File: src/rtl/inst_queue_pkg.sv
// Shared types and constants for the fetch-to-decode instruction queue.
//   WAY          lanes per fetch bundle
//   HISTORY_BITS width of the branch-predictor table index carried per lane
//   IQ_DEPTH     default queue depth in bundles
//   iq_entry_t   one lane: instruction, pc, predicted next pc, prediction fields
//   iq_bundle_t  WAY lanes pushed/popped together
package inst_queue_pkg;

   localparam int unsigned WAY          = 2;
   localparam int unsigned HISTORY_BITS = 8;
   localparam int unsigned IQ_DEPTH     = 16;

   localparam logic [1:0] IQ_ST_EMPTY = 2'b01;
   localparam logic [1:0] IQ_ST_FULL  = 2'b10;
   localparam logic [1:0] IQ_ST_PART  = 2'b00;

   typedef struct packed {
      logic [31:0]             inst;
      logic [31:0]             pc;
      logic [31:0]             pc_next;
      logic                    br_pred_valid;
      logic                    br_pred_taken;
      logic [31:0]             br_pred_target;
      logic [HISTORY_BITS-1:0] br_pred_index;
   } iq_entry_t;

   typedef iq_entry_t [WAY-1:0] iq_bundle_t;

endpackage

File: src/rtl/inst_queue.sv
// Instruction queue between fetch and decode: a first-word-fall-through FIFO of
// WAY-wide bundles. The head bundle is presented on the per-lane outputs whenever
// the queue is non-empty; a pop is acknowledged on iq_resp in the same cycle.
// flush (redirect) empties the queue in one cycle and wins over push/pop.
//   clk, rst        clock, synchronous active-high reset
//   flush           discard all entries
//   iq_push/wdata   fetch bundle in; iq_full back-pressures fetch
//   iq_pop/iq_resp  decode request / head-bundle-valid acknowledge
//   iq_status       01 empty, 10 full, 00 partial (from registered count)
//   iq_rdata, pc, pc_next, br_pred_*   head bundle, unpacked per lane
//   iq_count        occupancy in bundles
module inst_queue
   import inst_queue_pkg::*;
#(
   parameter int unsigned DEPTH = IQ_DEPTH
) (
   input  logic                              clk,
   input  logic                              rst,
   input  logic                              flush,
   input  logic                              iq_push,
   input  iq_bundle_t                        iq_wdata,
   output logic                              iq_full,
   input  logic                              iq_pop,
   output logic [1:0]                        iq_status,
   output logic                              iq_resp,
   output logic [WAY-1:0][31:0]              iq_rdata,
   output logic [WAY-1:0][31:0]              pc,
   output logic [WAY-1:0][31:0]              pc_next,
   output logic [WAY-1:0]                    br_pred_valid,
   output logic [WAY-1:0]                    br_pred_taken,
   output logic [WAY-1:0][31:0]              br_pred_target,
   output logic [WAY-1:0][HISTORY_BITS-1:0]  br_pred_index,
   output logic [$clog2(DEPTH+1)-1:0]        iq_count
);

   localparam int unsigned PTR_W = $clog2(DEPTH);
   localparam int unsigned CNT_W = $clog2(DEPTH+1);

   logic [PTR_W-1:0] head;
   logic [PTR_W-1:0] tail;
   logic [CNT_W-1:0] count;
   iq_bundle_t       mem [DEPTH];
   iq_bundle_t       head_bundle;
   logic             empty;
   logic             push_ok;
   logic             pop_ok;

   assign empty   = (count == '0);
   assign iq_full = (count == CNT_W'(DEPTH));
   // A push while full is dropped even if a pop frees a slot this cycle.
   assign push_ok = iq_push & ~iq_full & ~flush;
   // No bypass: a bundle pushed into an empty queue is poppable next cycle.
   assign pop_ok  = iq_pop & ~empty & ~flush;
   assign iq_resp = pop_ok;
   assign iq_count = count;

   // Status decode from registered occupancy only.
   always_comb begin
      iq_status = IQ_ST_PART;
      if (empty)        iq_status = IQ_ST_EMPTY;
      else if (iq_full) iq_status = IQ_ST_FULL;
   end

   // Pointer and occupancy state; pointers wrap naturally mod DEPTH.
   always_ff @(posedge clk) begin
      if (rst || flush) begin
         head  <= '0;
         tail  <= '0;
         count <= '0;
      end else begin
         if (push_ok) tail <= tail + PTR_W'(1);
         if (pop_ok)  head <= head + PTR_W'(1);
         count <= count + CNT_W'(push_ok) - CNT_W'(pop_ok);
      end
   end

   // Bundle storage; contents are not cleared since empty masks the outputs.
   always_ff @(posedge clk) begin
      if (push_ok && !rst) mem[tail] <= iq_wdata;
   end

   assign head_bundle = empty ? '0 : mem[head];

   // Fan the head bundle out per lane.
   always_comb begin
      for (int l = 0; l < WAY; l++) begin
         iq_rdata[l]       = head_bundle[l].inst;
         pc[l]             = head_bundle[l].pc;
         pc_next[l]        = head_bundle[l].pc_next;
         br_pred_valid[l]  = head_bundle[l].br_pred_valid;
         br_pred_taken[l]  = head_bundle[l].br_pred_taken;
         br_pred_target[l] = head_bundle[l].br_pred_target;
         br_pred_index[l]  = head_bundle[l].br_pred_index;
      end
   end

endmodule
File: config.mk
export PLATFORM = sky130hd
export DESIGN_NAME = inst_queue
export DESIGN_NICKNAME = d
export VERILOG_FILES = /design/src/rtl/inst_queue_pkg.sv /design/src/rtl/inst_queue.sv
export SDC_FILE = /design/constraint.sdc
export NUM_CORES = 2
export LEC_CHECK = 0
export CAP_MARGIN = 25
export CORE_MARGIN = 5
export CORE_UTILIZATION = 50
export DETAILED_ROUTE_END_ITERATION = 7
export PLACE_DENSITY = 0.64
export SLEW_MARGIN = 20
export SYNTH_ARGS = -nofsm -noshare
export SYNTH_HDL_FRONTEND = slang
export SYNTH_MEMORY_MAX_BITS = 65536
export SYNTH_SLANG_ARGS = --single-unit
File: constraint.sdc
create_clock -name clk -period 31.1 [get_ports clk]
set_input_delay 3.11 -clock clk [delete_from_list [all_inputs] [get_ports clk]]
set_output_delay 3.11 -clock clk [all_outputs]
set_load 0.1 [all_outputs]
; Word-level counts from Yosys, hierarchy flattened
; Memory sizes are Yosys's and may differ from the RTL's. A register that Yosys moved wholly into a read port is not among the register bits.
; Index checks and enable logic that the tools add are counted.
[word_totals]
ramBits = 4416
register_bits = 13
mem_count = 1
in_bits = 281
word_cells = 27
[memory_table]
columns = name, depth, width, read_ports, rd_clocked_by_memory_dff, write_ports, line_no
row1 = mem, 16, 276, 1, 1, 1, inst_queue.sv:42  ; iq_bundle_t mem [DEPTH];
[classes]
reduce_logical = 4
n_mux = 7
eq_ne = 1
n_bitwise = 7
add_sub_neg = 4
[op_table]
columns = cell, n
row1 = two-way mux 276 bit, 1
row2 = "adder 4 x 1 -> 4 bit, second input constant", 2
row3 = two-way mux 4 bit, 2
row4 = adder 5 x 1 -> 5 bit, 1
row5 = "== test 5 bit, second input constant", 1
row6 = zero test 5 bit, 1
row7 = subtractor 5 x 1 -> 5 bit, 1
row8 = bitwise AND 1 bit, 4
row9 = two-way mux 2 bit, 2
row10 = NOT 1 bit, 3
row11 = two-way mux 1 bit, 2
row12 = logical AND 1 bit, 1
row13 = zero test 1 bit, 1
row14 = logical OR 1 bit, 1

; Longest topological paths before layout
[logic_depth]
word_depth = 7
mapped_depth = 14
mapped_depth_nobuf = 13

; Least setup slack after synthesis
; Ideal clock, no wire load.
[synth_path]
kind = input to register
startpoint = input port flush
endpoint = memory mem[0][0] (netlist name), enable pin
arrival_time_ns = 22.544
n_path_buf = 1
path_slack_ns = 7.306
t_required_ns = 29.849
setup_time_ns = 1.251
cell_stages = 5
cell_sequence = or2_2 -> clkbuf_1 -> nor3_1 -> nand2_1 -> nor3_1
[synth_via]
elab_chain_len = 5
[synth_rtl]
columns = item, line_no
row1 = "start, declared", inst_queue.sv:19  ; input logic flush,
row2 = NOT 1 bit, inst_queue.sv:51  ; assign push_ok = iq_push & ~iq_full & ~flush;
row3 = bitwise AND 1 bit, inst_queue.sv:51
row4 = logical AND 1 bit, inst_queue.sv:79  ; if (push_ok && !rst) mem[tail] <= iq_wdata;
row5 = two-way mux 1 bit, inst_queue.sv:79
row6 = two-way mux 1 bit (implied by the code), inst_queue.sv:79
row7 = "end, declared", inst_queue.sv:42
; Every way passes these cells.

==> impl_metrics.env <==
export IMPL_status="finished, final reports clean"
export IMPL_synth_cells=6837
export IMPL_grt_max_degree=136
export IMPL_cp_cell_sequence="buf_4, buf_4, buf_4, buf_4, buf_4, mux4_2, a22oi_1, o21ai_0, clkdlybuf4s50_1"
export IMPL_end_kind="primary output"
export IMPL_p_leak_nw=57.41
export IMPL_place_area_um2=178500
export IMPL_clk_latency_ns=0.98
export IMPL_routed_wl_um=402500
export IMPL_final_cell_mix="edfxtp_1 (4416), mux4_2 (1104), clkdlybuf4s50_1 (538)"
export IMPL_die_w_um=587.7
export IMPL_instances_no_fill=12480
export IMPL_routedWlPerCell_um=32.25
export IMPL_hold_viol=0
export IMPL_final_common_cell="edfxtp_1"
export IMPL_fin_nets=7976
export IMPL_finalInstanceArea_um2=193400
export IMPL_total_power_mw=13.13
export IMPL_timing_final_ws_setup_ns=20.03
export IMPL_hold_slack_ns=0.5083
export IMPL_syn_area_per_cell_um2=24.41
export IMPL_drt_initial_drc_count=8103
export IMPL_placed_cells=11610
export IMPL_initial_utilization_pct=50.13
export IMPL_final_max_slew_viol_count=0
export IMPL_drive_gt1_share_pct=25.66
export IMPL_grt_usage_pct=23.13
export IMPL_gr_total_overflow=0
export IMPL_post_place_ws_ns=20.71
export IMPL_synth_edf_count=4416
export IMPL_power_density_nw_per_um2=67.87
export IMPL_yosys_warnings=0
export IMPL_start_kind="flop"
export IMPL_cp_required_ns=27.99
export IMPL_cpMostUsedCell="buf_4"
export IMPL_cts_buffer_depth=4
export IMPL_worst_slew_pin_slew_ns=1.156
export IMPL_fmax_mhz=90.33
export IMPL_period_needed_ns=11.07
export IMPL_finClkSkew_ns=0.04778
export IMPL_rsz0062_at_grt="no"
export IMPL_critPathBufInv=6
export IMPL_io_buffers=565
export IMPL_final_period_utilization_pct=35.59
export IMPL_synthToLayoutAreaGrowth_pct=15.91
export IMPL_cts_tree="yes"
export IMPL_cap_viol_max_count=0
export IMPL_final_util_pct=58.10
export IMPL_maxSlewHeadroom_pct=22.11
export IMPL_grt_pass1_wl_um=580100
export IMPL_core_area_um2=332900
export IMPL_ctsResizeCount=0
export IMPL_fin_setup_tns_ns=0
export IMPL_ys_seq_elements=4433
export IMPL_numCtsBuffers=451
export IMPL_synth_ff_type="edfxtp_1"
export IMPL_critPathTopFamily="buffers and inverters"
export IMPL_vias_per_cell=6.169
export IMPL_cts_root_buf="clkbuf_16"
export IMPL_synth_async_reset_ratio_pct=0
export IMPL_cts_hold_buf=0
export IMPL_vdd_ir_drop_max_uv=52.59
export IMPL_vias=76990
export IMPL_slowest_delay_ns=1.08
export IMPL_critPathMaxFanout=44
export IMPL_setup_viol=0
export IMPL_cts_sinks=4433
export IMPL_worstPathArrival_ns=7.96
export IMPL_synth_nets=7130
export IMPL_netlist_area_um2=166900
export IMPL_first_pass_iters=6
export IMPL_antenna_found_initial=105
export IMPL_regArea_um2=133000
export IMPL_dp_hpwl_um=206900
export IMPL_cts_setup_buffers=0
export IMPL_cpMaxStageDelayCell="clkdlybuf4s50_1"
export IMPL_crit_type="flop to primary output"
export IMPL_ios=566
export IMPL_ys_types=37
export IMPL_drc_errors=0
export IMPL_fp_dieH_um=587.7
export IMPL_htreeDepth=5
export IMPL_nFillCells=23370
export IMPL_die_area_um2=345400
export IMPL_min_path_type="flop to flop"
export IMPL_clk_pin_slew_ns=0.06
export IMPL_synth_seq_area_share_pct=79.67
export IMPL_drtAntennaViolNets=0
export IMPL_multi_input_area_um2=32240
export IMPL_grt_pass1_vias=79950
export IMPL_num_rows=212
export IMPL_place_congestion=0.7384
-- layer usage --
metal,GRT usage [%],up-vias,share of wire [%]
met1,32.61,41710,40
met3,5.999,628,9.0
met5,0,-,0.14
met4,5.958,84,2.4
met2,36.59,3196,48
li1,-,31370,-
-- cell usage after synthesis (2+ instances only) --
| library cell | count | area [um2] |
|---|---|---|
| a21oi_1 | 5 | 25.02 |
| a22oi_1 | 186 | 1396 |
| a22oi_2 | 90 | 1126 |
| and3_1 | 2 | 12.51 |
| buf_1 | 26 | 97.59 |
| buf_2 | 182 | 910.9 |
| buf_4 | 3 | 22.52 |
| buf_6 | 17 | 191.4 |
| clkbuf_1 | 147 | 551.8 |
| dfxtp_1 | 17 | 340.3 |
| edfxtp_1 | 4416 | 132600 |
| ha_1 | 11 | 137.6 |
| inv_1 | 11 | 41.29 |
| mux2i_1 | 277 | 2773 |
| mux4_2 | 1104 | 24860 |
| nand2_1 | 7 | 26.28 |
| nand2b_1 | 4 | 25.02 |
| nand3_1 | 3 | 15.01 |
| nor2_1 | 25 | 93.84 |
| nor3_1 | 5 | 25.02 |
| o21ai_0 | 140 | 700.7 |
| o21ai_1 | 137 | 685.7 |
| or3_1 | 2 | 12.51 |
| xnor2_1 | 5 | 43.79 |
| xor2_1 | 3 | 26.28 |
-- worst register-to-register path: stages (launching register included) --
cell	delay, ns
dfxtp_1	0.36
inv_1	0.07
ha_1	0.20
nor4bb_1	0.20
nor3_1	0.38
nand2_1	0.31
nor2_4	0.76
buf_4	0.70
buf_4	0.64
buf_4	0.84
buf_4	0.89
-- logic make-up (layout without fill, tap and decap cells) --
kind of cell	count (synthesis)	in the layout	synth area share, %
and+or+nand+nor	57	57	0.1725
other	0	35	0
adders and majority gates	12	12	0.09448
AOI/OAI and AO/OA	560	560	2.366
xor gates and xnor gates	8	8	0.04199
buffers and inverters	386	1607	1.088
muxes	1381	1381	16.56
DFF	4433	4433	79.67
-- area by class of cell --
| type | count | area share (%) |
|---|---|---|
| clock inverters | 283 | 1.564 |
| diodes | 35 | 0.04528 |
| inverters | 11 | 0.02135 |
| clock buffers | 545 | 6.055 |
| well taps | 4387 | 2.838 |
| repair buffers | 768 | 4.064 |
| multi-input cells | 2018 | 16.67 |
| flip-flops and latches | 4433 | 68.74 |
-- worst paths after layout --
check / start / to / slack, ns / depth (start not counted)
worst min register to register: head[1]$_SDFFE_PP0N_ / flop / 0.51 / 2
worst max-delay path: flop / br_pred_target[6] / 20.03 / 9
worst min-delay path: head[1]$_SDFFE_PP0N_ / flop / 0.51 / 2
worst max register to register: iq_count[2]$_SDFF_PP0_ / mem[11][79]$_DFFE_PP_ / 25.29 / 10
-- registers in the layout (all words and copies together), names as in the netlist, named ones only --
signal and flops:
mem 4416, iq_count 5, head 4, tail 4
-- power by group --
group | switching [mW] | internal [mW] | total (mW)
Sequential | 0.00624 | 6.59 | 6.60
Clock | 2.25 | 3.11 | 5.35
Combinational | 0.886 | 0.288 | 1.17
Total | 3.14 | 9.99 | 13.1
No activity file was read; power rests on OpenSTA's default activity.
